File: src/rtl/lock_supervisor.sv
// lock_supervisor: downstream supervisor for the keypad padlock FSM.
// Turns the padlock's unlock/err flags into a timed door-relay window,
// counts failed entries, enforces a timed lockout with alarm after too
// many failures, and generates the relock reset request for the padlock.
module lock_supervisor #(
   parameter int unsigned OPEN_CYCLES    = 8,   // relay-on clocks per unlock (1..2^TMR_W)
   parameter int unsigned LOCKOUT_CYCLES = 16,  // lockout clocks (1..2^TMR_W)
   parameter int unsigned MAX_FAILS      = 3,   // failures that trigger lockout (1..2^FAIL_W-1)
   parameter int unsigned TMR_W          = 8,
   parameter int unsigned FAIL_W         = 2
) (
   input  logic              clk,
   input  logic              reset,
   input  logic              unlock,
   input  logic              err,
   output logic              relay,
   output logic              lockout,
   output logic              alarm,
   output logic              relock,
   output logic [FAIL_W-1:0] fail_count
);

   typedef enum logic [1:0] {
      ST_IDLE    = 2'd0,
      ST_OPEN    = 2'd1,
      ST_LOCKOUT = 2'd2
   } state_t;

   // Timer reload values: the window lasts N clocks, counting N-1 down to 0.
   localparam logic [TMR_W-1:0]  OPEN_LOAD  = TMR_W'(OPEN_CYCLES - 1);
   localparam logic [TMR_W-1:0]  LOCK_LOAD  = TMR_W'(LOCKOUT_CYCLES - 1);
   localparam logic [FAIL_W:0]   FAIL_LIMIT = (FAIL_W + 1)'(MAX_FAILS);

   // Registered state, timer, counter, edge-detect history and outputs.
   state_t              r_state;
   logic [TMR_W-1:0]    r_timer;
   logic [FAIL_W-1:0]   r_fail_count;
   logic                r_unlock_q;
   logic                r_err_q;
   logic                r_relay;
   logic                r_lockout;
   logic                r_alarm;
   logic                r_relock;

   // Next-state values produced by the combinational process.
   state_t              w_state_nxt;
   logic [TMR_W-1:0]    w_timer_nxt;
   logic [FAIL_W-1:0]   w_fail_nxt;
   logic                w_relay_nxt;
   logic                w_lockout_nxt;
   logic                w_alarm_nxt;
   logic                w_relock_nxt;

   // Event detection: only a fresh rising edge of a flag acts.
   logic                w_unlock_ev;
   logic                w_err_ev;
   logic [FAIL_W:0]     w_fail_inc;   // one bit wider so the limit compare cannot wrap

   assign w_unlock_ev = unlock & ~r_unlock_q;
   assign w_err_ev    = err & ~r_err_q;
   assign w_fail_inc  = {1'b0, r_fail_count} + (FAIL_W + 1)'(1);

   // State register, timer, counter, edge history and registered outputs.
   // NOTE: sequential state uses non-blocking assignments so every register
   // samples the pre-edge values, independent of statement order.
   always_ff @(posedge clk or posedge reset) begin
      if (reset) begin
         r_state      <= ST_IDLE;
         r_timer      <= '0;
         r_fail_count <= '0;
         r_unlock_q   <= 1'b0;
         r_err_q      <= 1'b0;
         r_relay      <= 1'b0;
         r_lockout    <= 1'b0;
         r_alarm      <= 1'b0;
         r_relock     <= 1'b0;
      end else begin
         r_state      <= w_state_nxt;
         r_timer      <= w_timer_nxt;
         r_fail_count <= w_fail_nxt;
         r_unlock_q   <= unlock;
         r_err_q      <= err;
         r_relay      <= w_relay_nxt;
         r_lockout    <= w_lockout_nxt;
         r_alarm      <= w_alarm_nxt;
         r_relock     <= w_relock_nxt;
      end
   end

   // Next-state, timer, counter and next-output decode.
   // Outputs are computed for the state being entered, so they appear one
   // clock after the triggering event with no combinational path to ports.
   always_comb begin
      // NOTE: every signal gets a default first so no path leaves it
      // unassigned, which would otherwise infer a latch.
      w_state_nxt   = r_state;
      w_timer_nxt   = r_timer;
      w_fail_nxt    = r_fail_count;
      w_relay_nxt   = 1'b0;
      w_lockout_nxt = 1'b0;
      w_alarm_nxt   = 1'b0;
      w_relock_nxt  = 1'b0;

      case (r_state)
         ST_IDLE: begin
            if (w_unlock_ev) begin
               // Unlock wins over a simultaneous error; the error is dropped.
               w_state_nxt = ST_OPEN;
               w_timer_nxt = OPEN_LOAD;
               w_fail_nxt  = '0;
               w_relay_nxt = 1'b1;
            end else if (w_err_ev) begin
               w_fail_nxt = w_fail_inc[FAIL_W-1:0];
               if (w_fail_inc < FAIL_LIMIT) begin
                  // Failure below the limit: one relock pulse resets the padlock.
                  w_relock_nxt = 1'b1;
               end else begin
                  w_state_nxt   = ST_LOCKOUT;
                  w_timer_nxt   = LOCK_LOAD;
                  w_lockout_nxt = 1'b1;
                  w_alarm_nxt   = 1'b1;
                  w_relock_nxt  = 1'b1;
               end
            end
         end

         ST_OPEN: begin
            // Events are ignored while the door is open.
            if (r_timer == '0) begin
               w_state_nxt  = ST_IDLE;
               w_relock_nxt = 1'b1;
            end else begin
               w_timer_nxt = r_timer - TMR_W'(1);
               w_relay_nxt = 1'b1;
            end
         end

         ST_LOCKOUT: begin
            // Relock stays high for the whole window, holding the padlock in reset.
            if (r_timer == '0) begin
               w_state_nxt = ST_IDLE;
               w_fail_nxt  = '0;
            end else begin
               w_timer_nxt   = r_timer - TMR_W'(1);
               w_lockout_nxt = 1'b1;
               w_alarm_nxt   = 1'b1;
               w_relock_nxt  = 1'b1;
            end
         end

         default: begin
            // Unused encoding: return to IDLE with every output cleared.
            w_state_nxt = ST_IDLE;
            w_timer_nxt = '0;
            w_fail_nxt  = '0;
         end
      endcase
   end

   assign relay      = r_relay;
   assign lockout    = r_lockout;
   assign alarm      = r_alarm;
   assign relock     = r_relock;
   assign fail_count = r_fail_count;

endmodule

File: config.mk
export PLATFORM = sky130hd
export DESIGN_NAME = lock_supervisor
export DESIGN_NICKNAME = d
export VERILOG_FILES = /design/src/rtl/lock_supervisor.sv
export SDC_FILE = /design/constraint.sdc
export NUM_CORES = 1
export LEC_CHECK = 0
export ABC_AREA = 1
export ABC_CLOCK_PERIOD_IN_PS = 1600
export BUFFER_PORTS_ARGS = -buffer_cell sky130_fd_sc_hd__clkbuf_2
export CAP_MARGIN = 20
export CELL_PAD_IN_SITES_DETAIL_PLACEMENT = 0
export CELL_PAD_IN_SITES_GLOBAL_PLACEMENT = 1
export CORE_MARGIN = 5
export CORE_UTILIZATION = 35
export CTS_CLUSTER_SIZE = 28
export DETAILED_ROUTE_END_ITERATION = 7
export MAX_ROUTING_LAYER = met4
export PLACE_DENSITY = 0.67
export SLEW_MARGIN = 20
export SYNTH_ARGS = -nofsm -noshare
export SYNTH_HDL_FRONTEND = slang
export SYNTH_SLANG_ARGS = --single-unit
File: constraint.sdc
create_clock -name clk -period 1.6 [get_ports clk]
set_input_delay 0.32 -clock clk [delete_from_list [all_inputs] [get_ports clk]]
set_output_delay 0.32 -clock clk [all_outputs]
set_load 0.02 [all_outputs]
### Word-level counts from Yosys, hierarchy flattened

Cells that the tools add are included.

* register bits after elaboration: 17
* bits in latches: 0
* bits in writable memories: 0
* memory bits (read-only): 0
* bits of input ports: 4
* output and inout bits: 6
* logic and storage cells: 53
* memories: 0

* add/subtract/negate cells: 2
* $mul: 0
* divide/modulo/power cells: 0
* magnitude comparators: 1
* equal/unequal tests: 7
* shifts and indexed selects: 0
* multiplexer cells: 24
* bitwise operators: 5
* reductions and logical operators: 6

Operators by type and width (number)
* 2-to-1 mux 8 bit: 4
* one-hot mux 8 bit (2 select lines): 1
* 2-to-1 mux 2 bit: 6
* AND reduction 3 bit: 3
* logical NOT 8 bit: 1
* 2-to-1 mux 1 bit: 8
* subtractor 8 x 1 -> 8 bit (second input constant): 1
* != test 3 bit (second input constant): 2
* one-hot mux 2 bit (3 select lines): 1
* != test 2 bit (second input constant): 2
* one-hot mux 1 bit (2 select lines): 2
* one-hot mux 2 bit (2 select lines): 1
* adder 2 x 1 -> 3 bit (second input constant): 1
* < comparator 3 x 2 -> 1 bit (second input constant): 1
* NOT 1 bit: 3
* one-hot mux 1 bit (3 select lines): 1
* bitwise AND 1 bit: 2
* equality test 2 x 1 -> 1 bit (second input constant): 1
* equality test 2 bit (second input constant): 1
* logical NOT 2 bit: 1
* != test 2 x 1 -> 1 bit (second input constant): 1
* OR reduction 2 bit: 1

### Logic depth before layout (Yosys ltp)

* depth after elaboration: 6
* mapped depth: 9
* mapped depth without buffers: 9

### Worst setup path after synthesis

Ideal clock, no wire load.

* path type: register to register
* start point: register r_fail_count[0] (netlist: fail_count[0])
* end point: register r_timer[4]
* library setup time: 0.126 ns
* arrival time: 1.332 ns
* data required time: 1.474 ns
* slack: 0.142 ns
* cell stages (with the launch flop): 8
* buffers on the path: 1
* clock period less this slack: 1.458 ns
* path through: dfrtp_1 > inv_1 > ha_1 > o21ai_0 > nand2_1 > nand2_2 > buf_6 > o21ai_0

* word-level cells in the longest chain between the ends: 4

Ends and longest elaborated chain
* start, declared: RTL line 37 `logic [FAIL_W-1:0] r_fail_count;`
* start signal, assigned: RTL line 80 `r_fail_count <= w_fail_nxt;`
* adder 2 x 1 -> 3 bit: RTL line 61 `assign w_fail_inc = {1'b0, r_fail_count} + (FAIL_W + 1)'(1);`
* < comparator 3 x 2 -> 1 bit: RTL line 114 `if (w_fail_inc < FAIL_LIMIT) begin`
* != test 3 bit (no line)
* AND reduction 3 bit (no line)
* end signal, assigned: RTL line 79 `r_timer <= w_timer_nxt;`
* end, declared: RTL line 36 `logic [TMR_W-1:0] r_timer;`

Every way passes these cells.
A chain may end at the register's enable or synchronous reset.

### Final worst setup path

* start point: register r_state[1]
* end point: register r_fail_count[0] (netlist: fail_count[0])

* word-level cells in the longest chain between the ends: 3
* elaborated cells on any way between the ends: 8
* those cells by class: eq/ne: 4; mux: 1; bitwise: 1; reduce/logical: 2

Ends and longest elaborated chain
* start, declared: RTL line 35 `state_t r_state;`
* start signal, assigned: RTL line 78 `r_state <= w_state_nxt;`
* equality test 2 bit, or another cell as far along: RTL line 104 `case (r_state)`
* != test 2 bit (no line), or another cell as far along
* AND reduction 3 bit (no line)

Parallel ways exist; a longest one is shown, timed or not.

==> impl_metrics.py <==
metrics = {
    "finish": {
        "nets": 169,
        "fin_area_um2": 1220,
        "final.fill_count": 286,
        "fin_cells": 188,
        "layout-drive-gt1-share": 0.217,
        "seq_area_um2": 425,
        "area_delta_synth_final_pct": 18.0,
        "multi_input_area_um2": 532,
        "antenna_cells": 0,
    },
    "timing": {
        "slew_headroom": 0.827,
        "timing.hold.ws_ps": 12.0,
        "timing.final.max_slew_violations": 0,
        "clock_skew_ps": 2.22,
        "tns_ps": 0,
        "finalWorstSetupSlack_ps": 118,
        "fmax_ghz": 0.675,
        "fin_crit_sh": 0.926,
        "setup_viol_count_final": 0,
        "hold_violations": 0,
        "worst_pin_slew_ps": 257,
        "fin_crit_ps": 1480,
    },
    "floorplanning": {
        "pin_count": 10,
        "die-area_um2": 4160,
        "chipWidth_um": 64.5,
        "core-area_um2": 2810,
        "num_rows": 19,
        "die_y_um": 64.5,
        "start_util": 0.370,
    },
    "clock_network": {
        "h-tree-depth": 1,
        "clock_latency_ps": 280,
        "numCtsBuffers": 3,
        "cts_tree": "done",
        "cts_max_path_buffers": 2,
        "clkSinkCount": 17,
        "cts-root-buf": "clkbuf_4",
        "clkTransAtPathRegs_ps": 100,
        "holdBufCountCts": 0,
    },
    "placed_design": {
        "place_area_um2": 1150,
        "gp_congestion": 0.828,
        "pre_cts_ws_ps": 6.81,
        "dp.cells": 181,
        "port_buffers": 9,
        "dp_hpwl_mm": 1.75,
    },
    "power_and_ir_drop": {
        "p_switching_mw": 1.18,
        "seqPwrFrac": 0.315,
        "vdd_ir_drop_max_mv": 0.956,
        "p_comb_frac": 0.594,
        "cellPowerDensity_nw_per_um2": 2000,
        "p_sw_frac": 0.482,
        "p_clk_frac": 0.091,
        "cellLeakagePower_nw": 0.636,
        "intPower_mw": 1.27,
    },
    "global_routing": {
        "grt.overflow.total": 0,
        "grt_max_degree": 18,
        "grt_pass1_vias": 878,
        "antenna_found_initial": 0,
        "grt_pass1_wl_mm": 3.82,
        "grt_usage": 0.121,
    },
    "logic_synthesis": {
        "synth_top_area_frac": 0.410,
        "netlist_area_um2": 1040,
        "ys.flop_type": "dfrtp_1",
        "yosys.area.top_type": "dfrtp_1",
        "synth-seq-area-share": 0.410,
        "synth_seq_cells": 17,
        "synthCells": 137,
        "yosysMostFrequentCell": "nand2_1",
        "syn_area_per_cell_um2": 7.58,
        "async_reset_ff_frac": 1.00,
        "synth_area_leaders": "dfrtp_1 41%, nand2_1 12%, ha_1 8.4%",
        "synth.net_count": 148,
        "synth_cell_types": 19,
        "synth_commonest_cells": "34 x nand2_1, 22 x inv_1, 17 x dfrtp_1",
        "synth_edf_count": 0,
        "yosys_warnings": 0,
    },
    "run": {
        "cap_violations": 0,
    },
    "worst_setup_path": {
        "critPathKind": "flop to flop",
        "worst-path-max-fanout": 4,
        "cp-start-kind": "flop",
        "endpoint_kind": "flop",
        "crit_required_ps": 1780,
        "cp.arrival_ps": 1660,
    },
    "routing": {
        "wl_per_cell_um": 12.0,
        "wl_mm": 2.26,
        "drt_iter0_drc": 48,
        "ant_nets": 0,
        "firstDrtPassIters": 4,
        "vias": 891,
        "viasPerCell": 4.74,
        "drc": 0,
    },
    "outcome": {
        "status": "finished, final reports clean",
    },
    "hold_path": {
        "min_path_type": "input pin to asynchronous set/reset pin",
    },
}
==> kinds of logic (layout without fill, tap and decap cells) <==
kind of cell,count (synthesis),count (layout),share of synthesized area
xor gates and xnor gates,1,1,0.00844
adders and majority gates,7,7,0.0843
buffers and inverters,25,45,0.102
DFF,17,17,0.410
AOI/OAI and AO/OA,23,23,0.114
and+or+nand+nor,64,64,0.281
==> layout make-up <==
type,count,share of cell area
clock buffers,4,0.0215
repair buffers,19,0.0981
well taps,31,0.0317
flip-flops and latches,17,0.347
inverters,22,0.0674
multi-input cells,95,0.434
==> critical path, cell delays in order, from the launching register on <==
cell,delay (ps)
dfrtp_1,400
inv_1,100
ha_4,170
inv_1,120
nor2_2,60
buf_4,150
o21ai_0,110
nand3_2,130
nand2_1,70
o21ai_1,60
==> state kept, by name (all words and copies together), names as in the netlist <==
name / count
alarm: 1
fail_count: 2
r_err_q: 1
r_state: 2
r_timer: 8
r_unlock_q: 1
relay: 1
relock: 1
==> path summary, 6_finish.rpt <==
check,start,endpoint,slack [ps],cells past startpoint
worst min register to register,r_timer[1],r_timer[1],550,2
worst min-delay path,reset,r_timer[6],10,3
worst max register to register,r_state[1],fail_count[0],120,9
worst max-delay path,r_state[1],fail_count[0],120,9
min in group clk,err,r_err_q,150,1
max in group asynchronous,reset,relock,1400,3
==> metal layers <==
layer / share of wire / up-vias / wire length, um / track usage
li1: - / 470 / - / -
met1: 0.49 / 413 / 1110 / 0.158
met2: 0.48 / 6 / 1090 / 0.188
met3: 0.018 / 2 / 40 / 0.0155
met4: 0.0080 / 0 / 18 / 0.0554
met5: 0 / - / 0 / -
==> through the flow <==
stage,power [mW],util
finish,2.46,0.437
global route,2.72,0.437
CTS,2.38,0.421
detailed placement,2.13,0.410
global placement,2.12,0.410
floorplan,1.76,-
==> cell usage in the layout (no fill, tap or decap) <==
cell,count
dfrtp_1,17
buf_4,10
clkbuf_2,9
nor2_4,2
clkbuf_4,3
nand3_1,7
ha_4,1
nand4_1,3
nand3_2,2
nand2_1,33
nand2_2,4
o21ai_2,1
nor2_1,11
a21oi_1,3
inv_1,22
clkbuf_1,1
o21ai_0,10
o21ai_1,9
ha_1,6
xor2_1,1
nand2_4,1
nor2_2,1
==> power by group through the flow <==
stage / combinational (mW) / clock (mW) / sequential, mW
floorplan: 0.941 / 0 / 0.817
global placement: 1.34 / 0 / 0.782
detailed placement: 1.35 / 0 / 0.782
CTS: 1.37 / 0.241 / 0.772
global route: 1.66 / 0.263 / 0.799
finish: 1.46 / 0.225 / 0.773
==> repair_timing <==
| item | in CTS | in global routing |
|---|---|---|
| setup buffers | 0 | 3 |
| pin swaps | 0 | 2 |
| resized for setup | 1 | 5 |
| setup endpoints to repair | 2 | 9 |
| hold endpoints to repair | 0 | 0 |
Power figures use the tool's default switching activity.
